### config.mk
export PLATFORM = sky130hd
export DESIGN_NAME = cpu_seq_ctrl
export DESIGN_NICKNAME = d
export VERILOG_FILES = /design/src/rtl/cpu_seq_ctrl.sv
export SDC_FILE = /design/constraint.sdc
export NUM_CORES = 1
export LEC_CHECK = 0
export BUFFER_PORTS_ARGS = -buffer_cell sky130_fd_sc_hd__clkbuf_2
export CORE_MARGIN = 2
export CORE_UTILIZATION = 35
export CTS_BUF_LIST = sky130_fd_sc_hd__clkbuf_16
export CTS_CLUSTER_DIAMETER = 100
export DETAILED_ROUTE_END_ITERATION = 16
export GPL_ROUTABILITY_DRIVEN = 0
export SYNTH_ARGS = -nofsm -noshare
export SYNTH_HDL_FRONTEND = slang
export SYNTH_SLANG_ARGS = --single-unit
export TNS_END_PERCENT = 20
### constraint.sdc
create_clock -name clk -period 1.7 [get_ports clk]
set_input_delay 0.17 -clock clk [delete_from_list [all_inputs] [get_ports clk]]
set_output_delay 0.17 -clock clk [all_outputs]
set_load 0.02 [all_outputs]
### src/rtl/cpu_seq_ctrl.sv
// Instruction sequencer: owns the PC, fetches from a registered-read ROM, resolves
// JMP/JZ/HALT locally and hands other opcodes to the datapath. Optional watchdog: SEQ_WATCHDOG_EN.
module cpu_seq_ctrl #(
  parameter int WDOG_CYCLES = 15
) (
  input  logic       clk,
  input  logic       rst_n,
  input  logic       start,
  output logic [3:0] rom_addr,
  input  logic [7:0] rom_data,
  output logic       exec_valid,
  output logic [3:0] exec_op,
  output logic [3:0] exec_imm,
  input  logic       exec_ready,
  input  logic       zero_flag,
  output logic       busy,
  output logic       halted,
  output logic [7:0] instr_count,
  output logic       fault
);

  typedef enum logic [2:0] {
    S_IDLE, S_FETCH, S_LOAD, S_DECODE, S_EXEC, S_HALT
  } state_t;

  localparam logic [3:0] OP_JZ   = 4'hD;
  localparam logic [3:0] OP_JMP  = 4'hE;
  localparam logic [3:0] OP_HALT = 4'hF;

  state_t     state;
  logic [3:0] pc;
  logic [7:0] ir;

`ifdef SEQ_WATCHDOG_EN
  logic [3:0] stall;
  logic       fault_q;
`endif

  // NOTE: all state uses non-blocking assignments in one clocked block, so every
  // register updates from the same pre-edge values and the async reset clears all of it.
  always_ff @(posedge clk or negedge rst_n) begin
    if (!rst_n) begin
      state       <= S_IDLE;
      pc          <= '0;
      ir          <= '0;
      instr_count <= '0;
`ifdef SEQ_WATCHDOG_EN
      stall       <= '0;
      fault_q     <= 1'b0;
`endif
    end else begin
      case (state)
        S_IDLE: begin
          if (start) begin
            pc    <= '0;
            state <= S_FETCH;
          end
        end
        S_FETCH: state <= S_LOAD;
        S_LOAD: begin
          ir    <= rom_data;
          state <= S_DECODE;
        end
        S_DECODE: begin
          case (ir[7:4])
            OP_JMP: begin
              pc          <= ir[3:0];
              instr_count <= instr_count + 8'd1;
              state       <= S_FETCH;
            end
            OP_JZ: begin
              pc          <= zero_flag ? ir[3:0] : pc + 4'd1;
              instr_count <= instr_count + 8'd1;
              state       <= S_FETCH;
            end
            OP_HALT: begin
              instr_count <= instr_count + 8'd1;
              state       <= S_HALT;
            end
            default: begin
`ifdef SEQ_WATCHDOG_EN
              stall <= '0;
`endif
              state <= S_EXEC;
            end
          endcase
        end
        S_EXEC: begin
          if (exec_ready) begin
            pc          <= pc + 4'd1;
            instr_count <= instr_count + 8'd1;
            state       <= S_FETCH;
          end
`ifdef SEQ_WATCHDOG_EN
          // Abort on the stall cycle that brings the count up to the limit; pc stays put.
          else if (stall == 4'(WDOG_CYCLES - 1)) begin
            fault_q <= 1'b1;
            state   <= S_HALT;
          end else begin
            stall <= stall + 4'd1;
          end
`endif
        end
        S_HALT: begin
          if (start) begin
            pc    <= '0;
`ifdef SEQ_WATCHDOG_EN
            fault_q <= 1'b0;
`endif
            state <= S_FETCH;
          end
        end
        default: state <= S_IDLE;
      endcase
    end
  end

  assign rom_addr   = pc;
  assign exec_valid = (state == S_EXEC);
  assign exec_op    = ir[7:4];
  assign exec_imm   = ir[3:0];
  assign busy       = (state != S_IDLE) && (state != S_HALT);
  assign halted     = (state == S_HALT);

`ifdef SEQ_WATCHDOG_EN
  assign fault = fault_q;
`else
  assign fault = 1'b0;
`endif

endmodule

==> results of run 1 <==
metrics by stage:
stage | hold slack (ns) | cell area [µm²] | setup WS (ns)
global route | 0.143 | 1590 | -0.00452
CTS | 0.145 | 1570 | 0.0286
floorplan | -0.126 | 1240 | -0.00343
global placement | 0.191 | 1480 | 0.0836
detailed placement | 0.198 | 1480 | 0.0436
finish | 0.148 | 1590 | 0.0414
cells in the final DEF (no fill, tap or decap), types with 2 or more instances in the layout:
cell type and n:
nand2_1 9, ha_1 2, clkbuf_16 3, o21ai_0 5
xnor2_1 5, xor2_1 5, clkbuf_2 35, a22o_1 3
or2_4 2, mux2_2 9, buf_4 6, mux2i_1 2
nor2_1 10, a21oi_1 2, dfrtp_1 22, nor3_1 3
inv_1 3
cells by family after synthesis:
family          count (synthesis)
mux                            11
buf+inv                         7
fa+ha+maj                       2
flops                          23
other cells                     1
simple gates                   36
xor+xnor                       10
compound gates                 21
flip-flops by register name, summed over array words and instances (netlist names):
signal / count
instr_count: 8
rom_addr: 4
state: 3
ir: 8
path summary, 6_finish.rpt:
check	slack (ns)	depth (start not counted)	to
min in group asynchronous	0.45	2	instr_count[5]
min reg2reg	0.47	1	instr_count[7]
max	0.04	5	rom_addr[2]
min	0.15	2	ir[5]
max in group asynchronous	0.84	2	state[1]
max reg2reg	0.04	5	rom_addr[2]
metal layers:
| layer | vias up | GRT usage, % | wire, µm |
|---|---|---|---|
| met4 | 0 | 4.89 | 33 |
| met3 | 6 | 3.75 | 138 |
| met5 | - | 0 | 0 |
| met1 | 459 | 17.4 | 1110 |
| met2 | 28 | 22.2 | 1190 |
| li1 | 472 | - | - |
cells in the mapped netlist, types with 2 or more instances:
master | count | area share [%]
a21oi_1 | 2 | 0.81
a22o_1 | 3 | 2.1
buf_2 | 2 | 0.81
dfrtp_1 | 23 | 47
ha_1 | 2 | 2.0
inv_1 | 2 | 0.61
mux2_2 | 9 | 8.2
mux2i_1 | 2 | 1.6
nand2_1 | 9 | 2.7
nor2_1 | 10 | 3.0
nor3_1 | 4 | 1.6
o21ai_0 | 5 | 2.0
o31ai_1 | 2 | 1.2
or2_2 | 2 | 1.0
xnor2_1 | 5 | 3.6
xor2_1 | 5 | 3.6
critical path, delay by kind of cell (launching register included):
family,cells,cell delay [ns]
AOI/OAI and AO/OA,3,0.68
DFF,1,0.43
and+or+nand+nor,2,0.44
area by class of cell:
cell class	instances	area (µm²)
clock buffers	3	75.1
clock inverters	1	3.75
fillers	343	1780
inverters	2	7.51
multi-input cells	81	637
flip-flops and latches	23	577
well taps	46	57.6
repair buffers	42	230
repair_timing:
item / CTS / global route
resized for setup: 0 / 5
endpoints found under the setup margin: 0 / 4
hold buffers: 1 / 0
endpoints found under the hold margin: 23 / 0
where the power goes:
group | total [W] | internal, W | switching, W
registers | 0.00104 | 0.000775 | 0.000268
logic | 0.00152 | 0.000681 | 0.000840
clock network | 0.000493 | 0.000313 | 0.000180
total | 0.00306 | 0.00177 | 0.00129
==> results_dict.tcl, run 1 <==
set metrics [dict create \
    status "finished, final reports clean" \
    ant_nets 0 \
    crit_path_max_fanout 4 \
    grt_overflow 0 \
    crit_chain "and2b_1 > or2_4 > a21o_1 > a32o_1 > a22o_1" \
    drv_cap 0 \
    layout-drive-gt1-share_pct 41.4 \
    muxShareOfSynthArea_pct 9.86 \
    synth_seq_cells 23 \
    rows 21 \
    synth_compound_area_share_pct 13.5 \
    period_share_pct 97.6 \
    cts_root_buf "clkbuf_16" \
    syn_inst 111 \
    p_per_area_mw_per_mm2 1930 \
    final_cells 198 \
    die_h_um 63.3 \
    dr.pass1.iters 4 \
    tns_ns 0 \
    start_util_pct 36.6 \
    n_antenna_cell 0 \
    setup_viol 0 \
    path_class "register to register" \
    clk-insertion-delay-late_ns 0.25 \
    clkTransAtPathRegs_ns 0.06 \
    clock_skew_ns 0.00232 \
    wl_per_cell_um 12.5 \
    synth_async_sr_flop_share_pct 100 \
    design.core.area_mm2 0.00336 \
    synth_warnings 0 \
    die-area_mm2 0.00401 \
    pin_count 37 \
    drcViolationCount 0 \
    hp-class "primary input to register" \
    synth-seq-area-share_pct 46.7 \
    area_growth_pct 29.0 \
    cts_tree "done" \
    syn-num-nets 126 \
    cp.arrival_ns 1.80 \
    cts-buffers-inserted 3 \
    min_period_ns 1.66 \
    synth-edff-count 0 \
    antenna_found_initial 0 \
    synth_adder_area_share_pct 2.03 \
    clock-sinks 23 \
    cp_slowest_cell "dfrtp_1" \
    worst_slew_pin_slew_ns 0.583 \
    synth_flop_cell "dfrtp_1" \
    maxSlewViolCount 0 \
    port_buffers 35 \
    finalWirelength_um 2470 \
    synthSimpleGateAreaFrac_pct 17.2 \
    cts_buffer_depth 2 \
    start_kind "register" \
    grt_pass1_wl_um 4310 \
    peakVddDrop_mv 0.926 \
    dpl.cell_count 193 \
    finalHoldViolCount 0 \
    synth_top_family_by_area "simple AND/OR/NAND/NOR gates" \
    finalNetCount 168 \
    grt_max_degree 24 \
    critPathMaxStageDelay_ns 0.43 \
    startpoint "state[0]" \
    synth-xor-area-share_pct 7.11 \
    cts_setup_buffers 0 \
    syn_area_mm2 0.00123 \
    relSlewSlack_pct 61.2 \
    grt_pass1_vias 935 \
    drt_iter0_drc 31 \
    die_x_um 63.3 \
    p_total_w 0.00306 \
    hold_start "rom_data[5]" \
    cp-end-kind "register" \
    synth.distinct_cells 40 \
    r2r-start "state[0]" \
    hpwlAfterDp_um 1900 \
    final_util_pct 47.2 \
    clock.fmax_mhz 603 \
    vias 965 \
    grt_use_total_pct 13.6 \
    drt-vias-per-instance 4.87 \
    htreeDepth 1 \
    synth_area_per_cell_um2 11.1 \
    p_leak_nw 0.773 \
    worstPathRequired_ns 1.84 \
]
Note: power is estimated with default switching activity, not from simulation.
==> run 2: changes to the inputs <==
--- a/config.mk
+++ b/config.mk
@@ -12,6 +12,7 @@
 export CTS_CLUSTER_DIAMETER = 100
 export DETAILED_ROUTE_END_ITERATION = 16
 export GPL_ROUTABILITY_DRIVEN = 0
+export MAX_ROUTING_LAYER = met4
 export SYNTH_ARGS = -nofsm -noshare
 export SYNTH_HDL_FRONTEND = slang
 export SYNTH_SLANG_ARGS = --single-unit
==> run 2 against run 1 <==
  * Clock skew is essentially flat
  * Fmax is essentially flat
  * Total power is essentially flat
  * Highest routed layer unchanged
  * Largest power group unchanged
==> results_dict.tcl, run 2 (synthesis gave the netlist of run 1 again) <==
set metrics [dict create \
    min_period_ns 1.66 \
    cp.arrival_ns 1.80 \
    relSlewSlack_pct 61.2 \
    period_share_pct 97.6 \
    endpoint "rom_addr[2]" \
    start_kind "register" \
    drv_cap 0 \
    cp-end-kind "register" \
    p_clk_share_pct 16.2 \
    htreeDepth 1 \
    p_int_w 0.00177 \
    combPwrFrac_pct 49.7 \
    die_x_um 63.3 \
    finalWirelength_um 2480 \
    dr.pass1.iters 4 \
    layout-drive-gt1-share_pct 41.4 \
    start_util_pct 36.6 \
    grt_pass1_wl_um 4320 \
    clk-insertion-delay-late_ns 0.25 \
    die_h_um 63.3 \
    ff2ff_path_depth 5 \
    worst_slew_pin_slew_ns 0.582 \
    r2r_slack_ns 0.04 \
    drcViolationCount 0 \
    clock-sinks 23 \
    p_switching_w 0.00129 \
    cts_root_buf "clkbuf_16" \
    design.core.area_mm2 0.00336 \
    antenna_found_initial 0 \
    regArea_um2 577 \
    clkTransAtPathRegs_ns 0.06 \
    final_common_cell "clkbuf_2" \
    p_seq_share_pct 34.1 \
    hpwlAfterDp_um 1900 \
    peakVddDrop_mv 0.927 \
    port_buffers 35 \
    grtUsageMet3_pct 3.75 \
    grt_max_degree 24 \
    holdWs_ns 0.147 \
    die-area_mm2 0.00401 \
    final_cells 198 \
    worstPathRequired_ns 1.84 \
    clock.fmax_mhz 603 \
    p_leak_nw 0.773 \
    fillers 343 \
    cts_tree "done" \
    startpoint "state[0]" \
    rows 21 \
    status "finished, final reports clean" \
    cts_buffer_depth 2 \
    maxSlewViolCount 0 \
    grt_pass1_vias 937 \
    hp-class "primary input to register" \
    wl_per_cell_um 12.5 \
    path_class "register to register" \
    area_growth_pct 29.0 \
    ant_nets 0 \
    switching_share_pct 42.2 \
    crit_path_max_fanout 4 \
    final_cell_mix "clkbuf_2, dfrtp_1, nor2_1, nand2_1, mux2_2" \
    final_util_pct 47.2 \
    multi_input_area_um2 637 \
    r2r-start "state[0]" \
    finalHoldViolCount 0 \
    r2r_end "rom_addr[2]" \
    pin_count 37 \
    final_area_mm2 0.00159 \
    n_antenna_cell 0 \
    p_per_area_mw_per_mm2 1930 \
    cts-buffers-inserted 3 \
    grt_overflow 0 \
    vias 965 \
    globalRouteMet2Util_pct 22.2 \
    setup_viol 0 \
    drt-vias-per-instance 4.87 \
    place_area_mm2 0.00148 \
    grt_use_total_pct 14.1 \
    drt_iter0_drc 31 \
    clock_skew_ns 0.00229 \
    finalNetCount 168 \
    dpl.cell_count 193 \
    gr-usage-met1_pct 17.7 \
    top_usage_layer "met2" \
]
run 2: cell counts in the layout (fill, tap and decap cells not counted):
Identical to the previous run, type by type.
run 2: worst min path at each step:
stage	startpoint	to	slack [ns]	depth (start not counted)
final	rom_data[5]	ir[5]	0.15	2
after global routing	rom_data[2]	ir[2]	0.14	2
after CTS	rom_data[2]	ir[2]	0.14	2
after detailed placement	rst_n	instr_count[7]	0.20	1
after global placement	rst_n	instr_count[7]	0.19	1
after floorplan	rst_n	instr_count[0]	-0.13	0
run 2: power groups by stage:
stage          sequential, W  combinational (W)  clock [W]
6_report             0.00104            0.00152   0.000495
5_1_grt              0.00109            0.00167   0.000542
4_1_cts              0.00104            0.00149   0.000513
3_5_place_dp         0.00105            0.00149          0
3_3_place_gp         0.00103            0.00146          0
2_1_floorplan        0.00121           0.000873          0
run 2: what timing repair did:
| action | 4_1_cts | 5_1_grt |
|---|---|---|
| buffers inserted | 0 | 0 |
| endpoints found under the hold margin | 23 | 0 |
| resized for setup | 0 | 5 |
| hold buffers | 1 | 0 |
| endpoints found under the setup margin | 0 | 4 |
run 2: area by class of cell:
cell class	count	share of cell area (%)
Sequential cell	23	36.3
Tap cell	46	3.62
Inverter	2	0.473
Clock inverter	1	0.236
Multi-Input combinational cell	81	40.1
Clock buffer	3	4.73
Timing Repair Buffer	42	14.5
run 2: through the flow:
stage / power, W / TNS [ns] / worst slack [ns]
6_report: 0.00306 / 0 / 0.0414
5_1_grt: 0.00331 / -0.00449 / -0.00449
4_1_cts: 0.00305 / 0 / 0.0286
3_5_place_dp: 0.00254 / 0 / 0.0436
3_3_place_gp: 0.00249 / 0 / 0.0836
2_1_floorplan: 0.00208 / -0.00343 / -0.00343
run 2: per-layer routing:
metal | vias to the layer above | wire (µm)
li1 | 472 | -
met1 | 459 | 1140
met2 | 28 | 1190
met3 | 6 | 119
met4 | 0 | 33
met5 | - | 0
run 2: critical path: stages (launching register included):
cell     delay [ns]
dfrtp_1        0.43
and2b_1        0.20
or2_4          0.24
a21o_1         0.23
a32o_1         0.27
a22o_1         0.18
